[config.mk]
export PLATFORM = sky130hd
export DESIGN_NAME = etapa_mem_datos_flat
export DESIGN_NICKNAME = d
export VERILOG_FILES = /design/src/rtl/etapa_mem_datos_if.sv /design/src/rtl/etapa_mem_datos.sv /design/src/flat_wrapper.sv
export SDC_FILE = /design/constraint.sdc
export NUM_CORES = 2
export LEC_CHECK = 0
export BUFFER_PORTS_ARGS = -buffer_cell sky130_fd_sc_hd__buf_2
export CAP_MARGIN = 10
export CORE_MARGIN = 8
export CORE_UTILIZATION = 60
export CTS_BUF_LIST = sky130_fd_sc_hd__clkbuf_16
export DETAILED_ROUTE_END_ITERATION = 8
export GPL_ROUTABILITY_DRIVEN = 1
export MAX_ROUTING_LAYER = met4
export PLACE_DENSITY_LB_ADDON = 0.08
export SLEW_MARGIN = 20
export SYNTH_ARGS = -nofsm -noshare
export SYNTH_HDL_FRONTEND = slang
export SYNTH_SLANG_ARGS = --single-unit
[constraint.sdc]
create_clock -name i_clk -period 10.8 [get_ports i_clk]
set_clock_uncertainty 0.2 [all_clocks]
set_input_delay 1.08 -clock i_clk [delete_from_list [all_inputs] [get_ports i_clk]]
set_output_delay 1.08 -clock i_clk [all_outputs]
set_load 0.01 [all_outputs]
[src/rtl/etapa_mem_datos_if.sv]
// rtl/etapa_mem_datos_if.sv - EX/MEM to MEM-stage data memory access bus
interface etapa_mem_datos_if #(
    parameter int NBITS = 32
);
    logic [NBITS-1:0] i_ALU;
    logic [NBITS-1:0] i_DatoRegistro;
    logic             i_MemRead;
    logic             i_MemWrite;
    logic [1:0]       i_Size;
    logic             i_Unsigned;
    logic [NBITS-1:0] o_DatoMemoria;

    // Pipeline side: issues the access and consumes the load result
    modport master (
        output i_ALU,
        output i_DatoRegistro,
        output i_MemRead,
        output i_MemWrite,
        output i_Size,
        output i_Unsigned,
        input  o_DatoMemoria
    );

    // Memory stage side
    modport slave (
        input  i_ALU,
        input  i_DatoRegistro,
        input  i_MemRead,
        input  i_MemWrite,
        input  i_Size,
        input  i_Unsigned,
        output o_DatoMemoria
    );
endinterface

[src/rtl/etapa_mem_datos.sv]
// rtl/etapa_mem_datos.sv - MIPS MEM stage data memory; optional MEM_ACCESS_COUNT_EN access counters
module etapa_mem_datos #(
    parameter int NBITS = 32,
    parameter int DEPTH = 64,
    parameter int ABITS = 6
) (
    input  logic                 i_clk,
    input  logic                 i_reset,
    etapa_mem_datos_if.slave     bus,
    input  logic [ABITS-1:0]     i_DebugAddr,
    output logic [NBITS-1:0]     o_DebugDato,
    output logic                 o_Stall,
    output logic                 o_Misaligned,
    output logic [NBITS-1:0]     o_CntLoads,
    output logic [NBITS-1:0]     o_CntStores
);

    // CLEAR zeroes the array one word per cycle after reset; RUN serves the pipeline
    localparam logic [0:0] ST_CLEAR = 1'b0;
    localparam logic [0:0] ST_RUN   = 1'b1;

    localparam logic [1:0] SZ_BYTE = 2'b00;
    localparam logic [1:0] SZ_HALF = 2'b01;

    logic [0:0]       state_q, state_d;
    logic [ABITS-1:0] clr_cnt_q, clr_cnt_d;
    logic             misaligned_q, misaligned_d;
    logic [NBITS-1:0] debug_q;

    logic [NBITS-1:0] mem_q [DEPTH];

    logic             run;
    logic [ABITS-1:0] widx;
    logic [1:0]       lane;
    logic [4:0]       lane_sh;
    logic             access;
    logic             bad_align;
    logic             load_ok;
    logic             store_ok;
    logic [NBITS-1:0] rd_word;
    logic [NBITS-1:0] rd_shifted;
    logic [NBITS-1:0] ld_ext;
    logic [NBITS-1:0] wr_mask;
    logic [NBITS-1:0] wr_data;
    logic [NBITS-1:0] wr_word;

    // Address bits above the word index are ignored, so accesses wrap modulo DEPTH*4
    logic unused_addr_bits;
    assign unused_addr_bits = ^bus.i_ALU[NBITS-1:ABITS+2];

    assign run     = (state_q == ST_RUN);
    assign widx    = bus.i_ALU[ABITS+1:2];
    assign lane    = bus.i_ALU[1:0];
    assign lane_sh = {lane, 3'b000};
    assign access  = bus.i_MemRead | bus.i_MemWrite;

    // Half needs an even address, word (and reserved size 10) needs lane 0
    always_comb begin
        bad_align = 1'b0;
        case (bus.i_Size)
            SZ_BYTE: bad_align = 1'b0;
            SZ_HALF: bad_align = lane[0];
            default: bad_align = (lane != 2'b00);
        endcase
    end

    assign load_ok  = run & bus.i_MemRead  & ~bad_align;
    assign store_ok = run & bus.i_MemWrite & ~bad_align;

    // Combinational read: the pre-write word, so a same-cycle store is not visible yet
    assign rd_word    = mem_q[widx];
    assign rd_shifted = rd_word >> lane_sh;

    // Right-align the selected lane(s) and extend according to i_Unsigned
    always_comb begin
        ld_ext = '0;
        case (bus.i_Size)
            SZ_BYTE: ld_ext = bus.i_Unsigned ? {{(NBITS-8){1'b0}}, rd_shifted[7:0]}
                                             : {{(NBITS-8){rd_shifted[7]}}, rd_shifted[7:0]};
            SZ_HALF: ld_ext = bus.i_Unsigned ? {{(NBITS-16){1'b0}}, rd_shifted[15:0]}
                                             : {{(NBITS-16){rd_shifted[15]}}, rd_shifted[15:0]};
            default: ld_ext = rd_word;
        endcase
    end

    assign bus.o_DatoMemoria = load_ok ? ld_ext : '0;

    // Build the lane mask and positioned store data for a read-modify-write merge
    always_comb begin
        wr_mask = '1;
        wr_data = bus.i_DatoRegistro;
        case (bus.i_Size)
            SZ_BYTE: begin
                wr_mask = NBITS'(8'hFF) << lane_sh;
                wr_data = NBITS'(bus.i_DatoRegistro[7:0]) << lane_sh;
            end
            SZ_HALF: begin
                wr_mask = NBITS'(16'hFFFF) << lane_sh;
                wr_data = NBITS'(bus.i_DatoRegistro[15:0]) << lane_sh;
            end
            default: begin
                wr_mask = '1;
                wr_data = bus.i_DatoRegistro;
            end
        endcase
    end

    assign wr_word = (rd_word & ~wr_mask) | (wr_data & wr_mask);

    // Clear sequencer: walk every word once, then hand over to RUN
    always_comb begin
        state_d   = state_q;
        clr_cnt_d = clr_cnt_q;
        if (state_q == ST_CLEAR) begin
            clr_cnt_d = clr_cnt_q + ABITS'(1);
            if (clr_cnt_q == ABITS'(DEPTH - 1)) begin
                state_d = ST_RUN;
            end
        end
    end

    // Sticky misalignment flag, only raised by a real access while running
    assign misaligned_d = misaligned_q | (run & access & bad_align);

    // Control state registers
    always_ff @(posedge i_clk) begin
        if (i_reset) begin
            state_q      <= ST_CLEAR;
            clr_cnt_q    <= '0;
            misaligned_q <= 1'b0;
        end else begin
            state_q      <= state_d;
            clr_cnt_q    <= clr_cnt_d;
            misaligned_q <= misaligned_d;
        end
    end

    // Memory array: clear pass has priority, pipeline stores only when running and aligned
    always_ff @(posedge i_clk) begin
        if (!i_reset) begin
            if (state_q == ST_CLEAR) begin
                mem_q[clr_cnt_q] <= '0;
            end else if (store_ok) begin
                mem_q[widx] <= wr_word;
            end
        end
    end

    // Debug port samples the array every cycle, clear pass included
    always_ff @(posedge i_clk) begin
        if (i_reset) begin
            debug_q <= '0;
        end else begin
            debug_q <= mem_q[i_DebugAddr];
        end
    end

    assign o_DebugDato  = debug_q;
    assign o_Stall      = (state_q == ST_CLEAR);
    assign o_Misaligned = misaligned_q;

`ifdef MEM_ACCESS_COUNT_EN
    logic [NBITS-1:0] cnt_loads_q, cnt_loads_d;
    logic [NBITS-1:0] cnt_stores_q, cnt_stores_d;

    // Free-running wrap-around counts of accepted aligned accesses
    always_comb begin
        cnt_loads_d  = cnt_loads_q  + (load_ok  ? NBITS'(1) : NBITS'(0));
        cnt_stores_d = cnt_stores_q + (store_ok ? NBITS'(1) : NBITS'(0));
    end

    // Counter registers
    always_ff @(posedge i_clk) begin
        if (i_reset) begin
            cnt_loads_q  <= '0;
            cnt_stores_q <= '0;
        end else begin
            cnt_loads_q  <= cnt_loads_d;
            cnt_stores_q <= cnt_stores_d;
        end
    end

    assign o_CntLoads  = cnt_loads_q;
    assign o_CntStores = cnt_stores_q;
`else
    assign o_CntLoads  = '0;
    assign o_CntStores = '0;
`endif

endmodule

[src/flat_wrapper.sv]
// flat-port wrapper written by rule: the top's interface ports become plain ports
module etapa_mem_datos_flat 
#(
    parameter int NBITS = 32,
    parameter int DEPTH = 64,
    parameter int ABITS = 6
)
  (i_clk, i_reset, i_DebugAddr, o_DebugDato, o_Stall, o_Misaligned, o_CntLoads, o_CntStores, bus_i_ALU, bus_i_DatoRegistro, bus_i_MemRead, bus_i_MemWrite, bus_i_Size, bus_i_Unsigned, bus_o_DatoMemoria);
  etapa_mem_datos_if #(.NBITS(NBITS)) bus_i ();
  input  logic i_clk;
  input  logic i_reset;
  input  logic [ABITS-1:0] i_DebugAddr;
  output logic [NBITS-1:0] o_DebugDato;
  output logic o_Stall;
  output logic o_Misaligned;
  output logic [NBITS-1:0] o_CntLoads;
  output logic [NBITS-1:0] o_CntStores;
  input wire logic [$bits(bus_i.i_ALU)-1:0] bus_i_ALU;
  input wire logic [$bits(bus_i.i_DatoRegistro)-1:0] bus_i_DatoRegistro;
  input wire logic [$bits(bus_i.i_MemRead)-1:0] bus_i_MemRead;
  input wire logic [$bits(bus_i.i_MemWrite)-1:0] bus_i_MemWrite;
  input wire logic [$bits(bus_i.i_Size)-1:0] bus_i_Size;
  input wire logic [$bits(bus_i.i_Unsigned)-1:0] bus_i_Unsigned;
  output wire logic [$bits(bus_i.o_DatoMemoria)-1:0] bus_o_DatoMemoria;
  assign bus_i.i_ALU = bus_i_ALU;
  assign bus_i.i_DatoRegistro = bus_i_DatoRegistro;
  assign bus_i.i_MemRead = bus_i_MemRead;
  assign bus_i.i_MemWrite = bus_i_MemWrite;
  assign bus_i.i_Size = bus_i_Size;
  assign bus_i.i_Unsigned = bus_i_Unsigned;
  assign bus_o_DatoMemoria = bus_i.o_DatoMemoria;
  etapa_mem_datos #(.NBITS(NBITS), .DEPTH(DEPTH), .ABITS(ABITS)) u_core (.i_clk(i_clk), .i_reset(i_reset), .bus(bus_i), .i_DebugAddr(i_DebugAddr), .o_DebugDato(o_DebugDato), .o_Stall(o_Stall), .o_Misaligned(o_Misaligned), .o_CntLoads(o_CntLoads), .o_CntStores(o_CntStores));
endmodule
Yosys cells after proc, flatten, opt, wreduce, memory -nomap -nowiden

Memory sizes are Yosys's and may differ from the RTL's. A register that Yosys moved wholly into a read port is not among the register bits.
Cells that the tools add are included.

Register bits after elaboration: 8
RAM bits: 2,048
Output and inout bits: 130
Logic and storage cells: 48
Memories kept: 1

Add/subtract/negate cells: 1
Equality and inequality tests: 2
Shift-type cells: 5
Mux-type cells: 19
Bitwise logic cells: 14
Reductions and logical operators: 3

Memory list:

| memory       | depth | bits a word | rd ports | clocked after Yosys merged registers in | write ports | RTL line              | source |
|---|---|---|---|---|---|---|---|
| u_core.mem_q | 64    | 32          | 2        | 1                                       | 1           | etapa_mem_datos.sv:30 | `logic [NBITS-1:0] mem_q [DEPTH];` |

Operators with widths:

| kind                                               | count |
|---|---|
| one-hot mux 32 bit (2 select lines)                | 3 |
| two-way mux 32 bit                                 | 4 |
| AND 32 bit                                         | 2 |
| NOT 32 bit                                         | 1 |
| bitwise OR 32 bit                                  | 1 |
| OR reduction 32 bit                                | 1 |
| left shift 16 x 5 -> 32 bit                        | 1 |
| left shift 16 x 5 -> 32 bit (first input constant) | 1 |
| left shift 8 x 5 -> 32 bit                         | 1 |
| left shift 8 x 5 -> 32 bit (first input constant)  | 1 |
| right shift 32 x 5 -> 16 bit                       | 1 |
| two-way mux 1 bit                                  | 10 |
| adder 6 x 1 -> 6 bit (second input constant)       | 1 |
| AND 1 bit                                          | 6 |
| == test 6 bit (second input constant)              | 1 |
| two-way mux 6 bit                                  | 1 |
| == test 2 x 1 -> 1 bit (second input constant)     | 1 |
| logical NOT 2 bit                                  | 1 |
| NOT 1 bit                                          | 2 |
| bitwise OR 1 bit                                   | 2 |
| one-hot mux 1 bit (2 select lines)                 | 1 |
| nonzero test 2 bit                                 | 1 |

Logic depth before layout (Yosys ltp)

Word-level depth: 10
Gate-level depth with buffers: 14
Gate-level depth less buffers: 8

Worst setup path after synthesis

Ideal clock, no wire load.

Kind: input to register
Start: in bus_i_ALU[4]
End: mem u_core.mem_q[0][11], data pin
Setup time: 681 ps
Data arrival time: 5,414 ps
Data required time: 9,919 ps
Path slack: 4,505 ps
Stages: 10
Cells stage by stage: buf_2 buf_4 buf_2 buf_2 buf_2 clkbuf_1 mux4_2 mux4_2 nor2_1 nor3_1

Cells in the longest elaborated chain, start to end: 4

Ends and longest elaborated chain:

| item                         | RTL line               | source |
|---|---|---|
| start: declaration           | flat_wrapper.sv:18     | `input wire logic [$bits(bus_i.i_ALU)-1:0] bus_i_ALU;` |
| memory (64 x 32 bit)         | --                     |  |
| AND 32 bit                   | etapa_mem_datos.sv:108 | `assign wr_word = (rd_word & ~wr_mask) \| (wr_data & wr_mask);` |
| bitwise OR 32 bit            | etapa_mem_datos.sv:108 |  |
| two-way mux 32 bit (no line) | --                     |  |
| end: declaration             | etapa_mem_datos.sv:30  |  |

Every way passes these cells.

Worst setup path after layout

Start: in bus_i_ALU[3]
End: out bus_o_DatoMemoria[20]

Cells in the longest elaborated chain, start to end: 5
Elaborated cells on any way between the ends: 6
Those cells by class: shift: 1; mux: 4; memory: 1

Ends and longest elaborated chain:

| item                                         | RTL line                                     | source |
|---|---|---|
| memory (64 x 32 bit) *                       | --                                           |  |
| right shift 32 x 5 -> 16 bit                 | etapa_mem_datos.sv:72                        | `assign rd_shifted = rd_word >> lane_sh;` |
| two-way mux 32 bit, on equally long branches | etapa_mem_datos.sv:80, etapa_mem_datos.sv:78 |  |
| one-hot mux 32 bit (2 select lines) *        | etapa_mem_datos.sv:77                        | `case (bus.i_Size)` |
| two-way mux 32 bit *                         | etapa_mem_datos.sv:86                        | `assign bus.o_DatoMemoria = load_ok ? ld_ext : '0;` |
| end: declaration                             | flat_wrapper.sv:24                           | `output wire logic [$bits(bus_i.o_DatoMemoria)-1:0] bus_o_DatoMemoria;` |

Every way passes the cells marked *; elsewhere a longest branch is shown, timed or not.

==> out/results.txt <==
post-synthesis mux area share = 0.299
pin count of the biggest net entering global routing = 141
critical path arrival = 5960 ps
die height = 419 microns
R2R depth = 8
average cell area after synthesis = 21.6 sq um
asr flop ratio synth = 0
fillcell total = 10500
layout cells sized above 1 = 0.408
Power Internal = 0.0131 W
Slew headroom = 0.183
P&R area growth vs syn = 11.0%
Starting Density = 0.602
CTS tree = built
H-tree levels = 4
Post-Synth Simple-Gate Area = 0.0173
Required @ worst endpoint = 9520 ps
hold_ws = 282 ps
post-layout min period = 7240 ps
Compound-Gate Fraction of Synth Area = 0.0215
Critical Path Start Type = input port
vias in the first global route = 54800
synth top area cells = edfxtp_1 (63%), mux4_2 (29%), dfxtp_1 (0.82%), mux2i_1 (0.81%), clkbuf_1 (0.69%)
Total Nets Final = 4752
CTS hold repair buffers = 0
Slew Limit Fails = 0
Post-Synth XOR/XNOR Area = 0.000359
Comb pwr share = 0.059
Hold Path Depth = 2
Synth area leader = edfxtp_1
part of the power in registers = 0.522
number of max-cap violations = 0
register area share after synthesis = 0.638
leakage = 38.4 nW
final hold viol count = 0
gr usage total = 0.377
drt drc = 0
Chip Width = 419 microns
CP max FO = 106
routability cong. = 0.994
router iterations before antenna repair = 8
initial antenna violation count = 21
Mapped Area = 97600 sq um
# port buffers = 118
Distinct cells, synth = 69
# resized after CTS = 0
Power Density = 156 nW/um^2
status = completed
Synth Flop Type = edfxtp_1
switching power = 0.00375 W
clock buffer depth = 3
post-synth top area share = 0.630
setup_tns = 0 ps
CP Capture Type = output port
Clk network pwr share = 0.419
adder-cell share of the synthesized area = 0.000128
largest vdd supply drop = 188 uV
Yosys warnings = 0
Root Driver = clkbuf_16
num ports = 207
flops & latches, synth = 2088
worst slew pin tran = 1220 ps
CTS Sinks = 2088
placed insts = 6625
HP Class = flip-flop to flip-flop
largest family of logic cells by synthesized area = multiplexers
Placement Setup Slack = 3560 ps
routed length per instance = 45.6 microns
Iter 0 DRT Violations = 9888
slowest stage delay, CP = 810 ps
final std cells w/o fill = 7033
full die area = 176000 sq um
CP max-delay cell = buf_4
Setup Viol. Count Final = 0
dpl hpwl = 185000 microns
Setup Fix Bufs, Post-CTS = 0
CTS Buf Count = 212
clk_lat worst skew = 860 ps
Sw Ratio = 0.222
number of flops mapped to enable cells by yosys = 2048
commonest non-fill, non-tap cell in the layout = edfxtp_1
cell count after synthesis = 4517
max frequency = 0.138 GHz
crit path cell chain = buf_8 > buf_4 > buf_12 > mux4_2 > mux2_2 > nand2_1 > nand3_1 > o31ai_1 > o221ai_2 > a31oi_4 > o21ai_0 > buf_2
Vias per Instance = 7.85
drt total wl = 320000 microns
global-route wire length before repair = 440000 microns
period utilisation layout = 0.670
Crit Path Category = input port to output port
GR Overflow Total = 0
core footprint = 162000 sq um
DRT antenna net count = 0
RSZ-0062 raised after global routing = false
commonest non-fill, non-tap cells in the layout = edfxtp_1 (2048), mux4_2 (1254), clkbuf_16 (214), buf_4 (141), nand2_1 (117)
clock-pin slew of the registers on the worst-case setup and hold paths = 60 ps
vias = 55200
setup ws final = 3560 ps
Rows = 148
cells by family after synthesis:
kind of cell	after synthesis
AOI/OAI and AO/OA	278
xor gates and xnor gates	4
adders and majority gates	1
buffers and inverters	425
DFF	2088
muxes	1346
other	1
and+or+nand+nor	374
critical path, delay by kind of cell:
kind / cells / cell delay, ps
multiplexers: 2 / 700
AND/OR/NAND/NOR: 2 / 230
AO/OA/AOI/OAI: 4 / 1660
buffers and inverters: 4 / 2060
cell type report:
cell class	count	area (sq um)	area share
Multi-Input combinational cell	2067	34000	0.314
Clock inverter	170	1240	0.0114
Tap cell	2175	2720	0.0251
Inverter	9	42.5	0.000393
Timing Repair Buffer	296	2600	0.0240
Sequential cell	2088	62300	0.575
Antenna cell	14	35.0	0.000323
Clock buffer	214	5360	0.0494
layer usage:
| metal | share of wire | track usage |
|---|---|---|
| met1 | 0.34 | 0.486 |
| met2 | 0.46 | 0.555 |
| met3 | 0.12 | 0.0875 |
| met4 | 0.078 | 0.228 |
| met5 | 0 | - |
synthesized netlist by cell type (all sizes together) (26+ instances only):
| master | number |
|---|---|
| edfxtp | 2048 |
| mux4 | 1254 |
| buf | 236 |
| clkbuf | 180 |
| nor2 | 131 |
| nand2 | 117 |
| mux2i | 79 |
| nor2b | 50 |
| a211oi | 44 |
| a21oi | 43 |
| dfxtp | 40 |
| o21ai | 32 |
| o22ai | 26 |
sequential cells by signal (all words and copies together) (netlist names):
signal               flops
u_core.mem_q          2048
u_core.run               1
u_core.o_Misaligned      1
u_core.clr_cnt_q         6
u_core.o_DebugDato      32
path summary, 6_finish.rpt:
check | startpoint | endpoint | slack, ps
max | bus_i_ALU[3] | bus_o_DatoMemoria[20] | 3560
min | u_core.o_Misaligned | u_core.o_Misaligned | 280
max reg2reg | u_core.run | u_core.mem_q[60][6] | 5880
min reg2reg | u_core.o_Misaligned | u_core.o_Misaligned | 280
stage by stage:
step	power [W]	cell area (sq um)	utilization
6_report	0.0169	108000	0.668
5_1_grt	0.0172	108000	0.668
4_1_cts	0.0169	108000	0.666
3_5_place_dp	0.00996	101000	0.625
3_3_place_gp	0.00996	101000	0.623
2_1_floorplan	0.00965	97800	-
power by group through the flow:
stage / clock, W / sequential (W) / combinational, W
2_1_floorplan: 0 / 0.00898 / 0.000667
6_report: 0.00707 / 0.00881 / 0.000994
4_1_cts: 0.00711 / 0.00881 / 0.000982
3_3_place_gp: 0 / 0.00898 / 0.000982
5_1_grt: 0.00739 / 0.00881 / 0.00102
3_5_place_dp: 0 / 0.00898 / 0.000981
(Power assumes the default switching activity.)
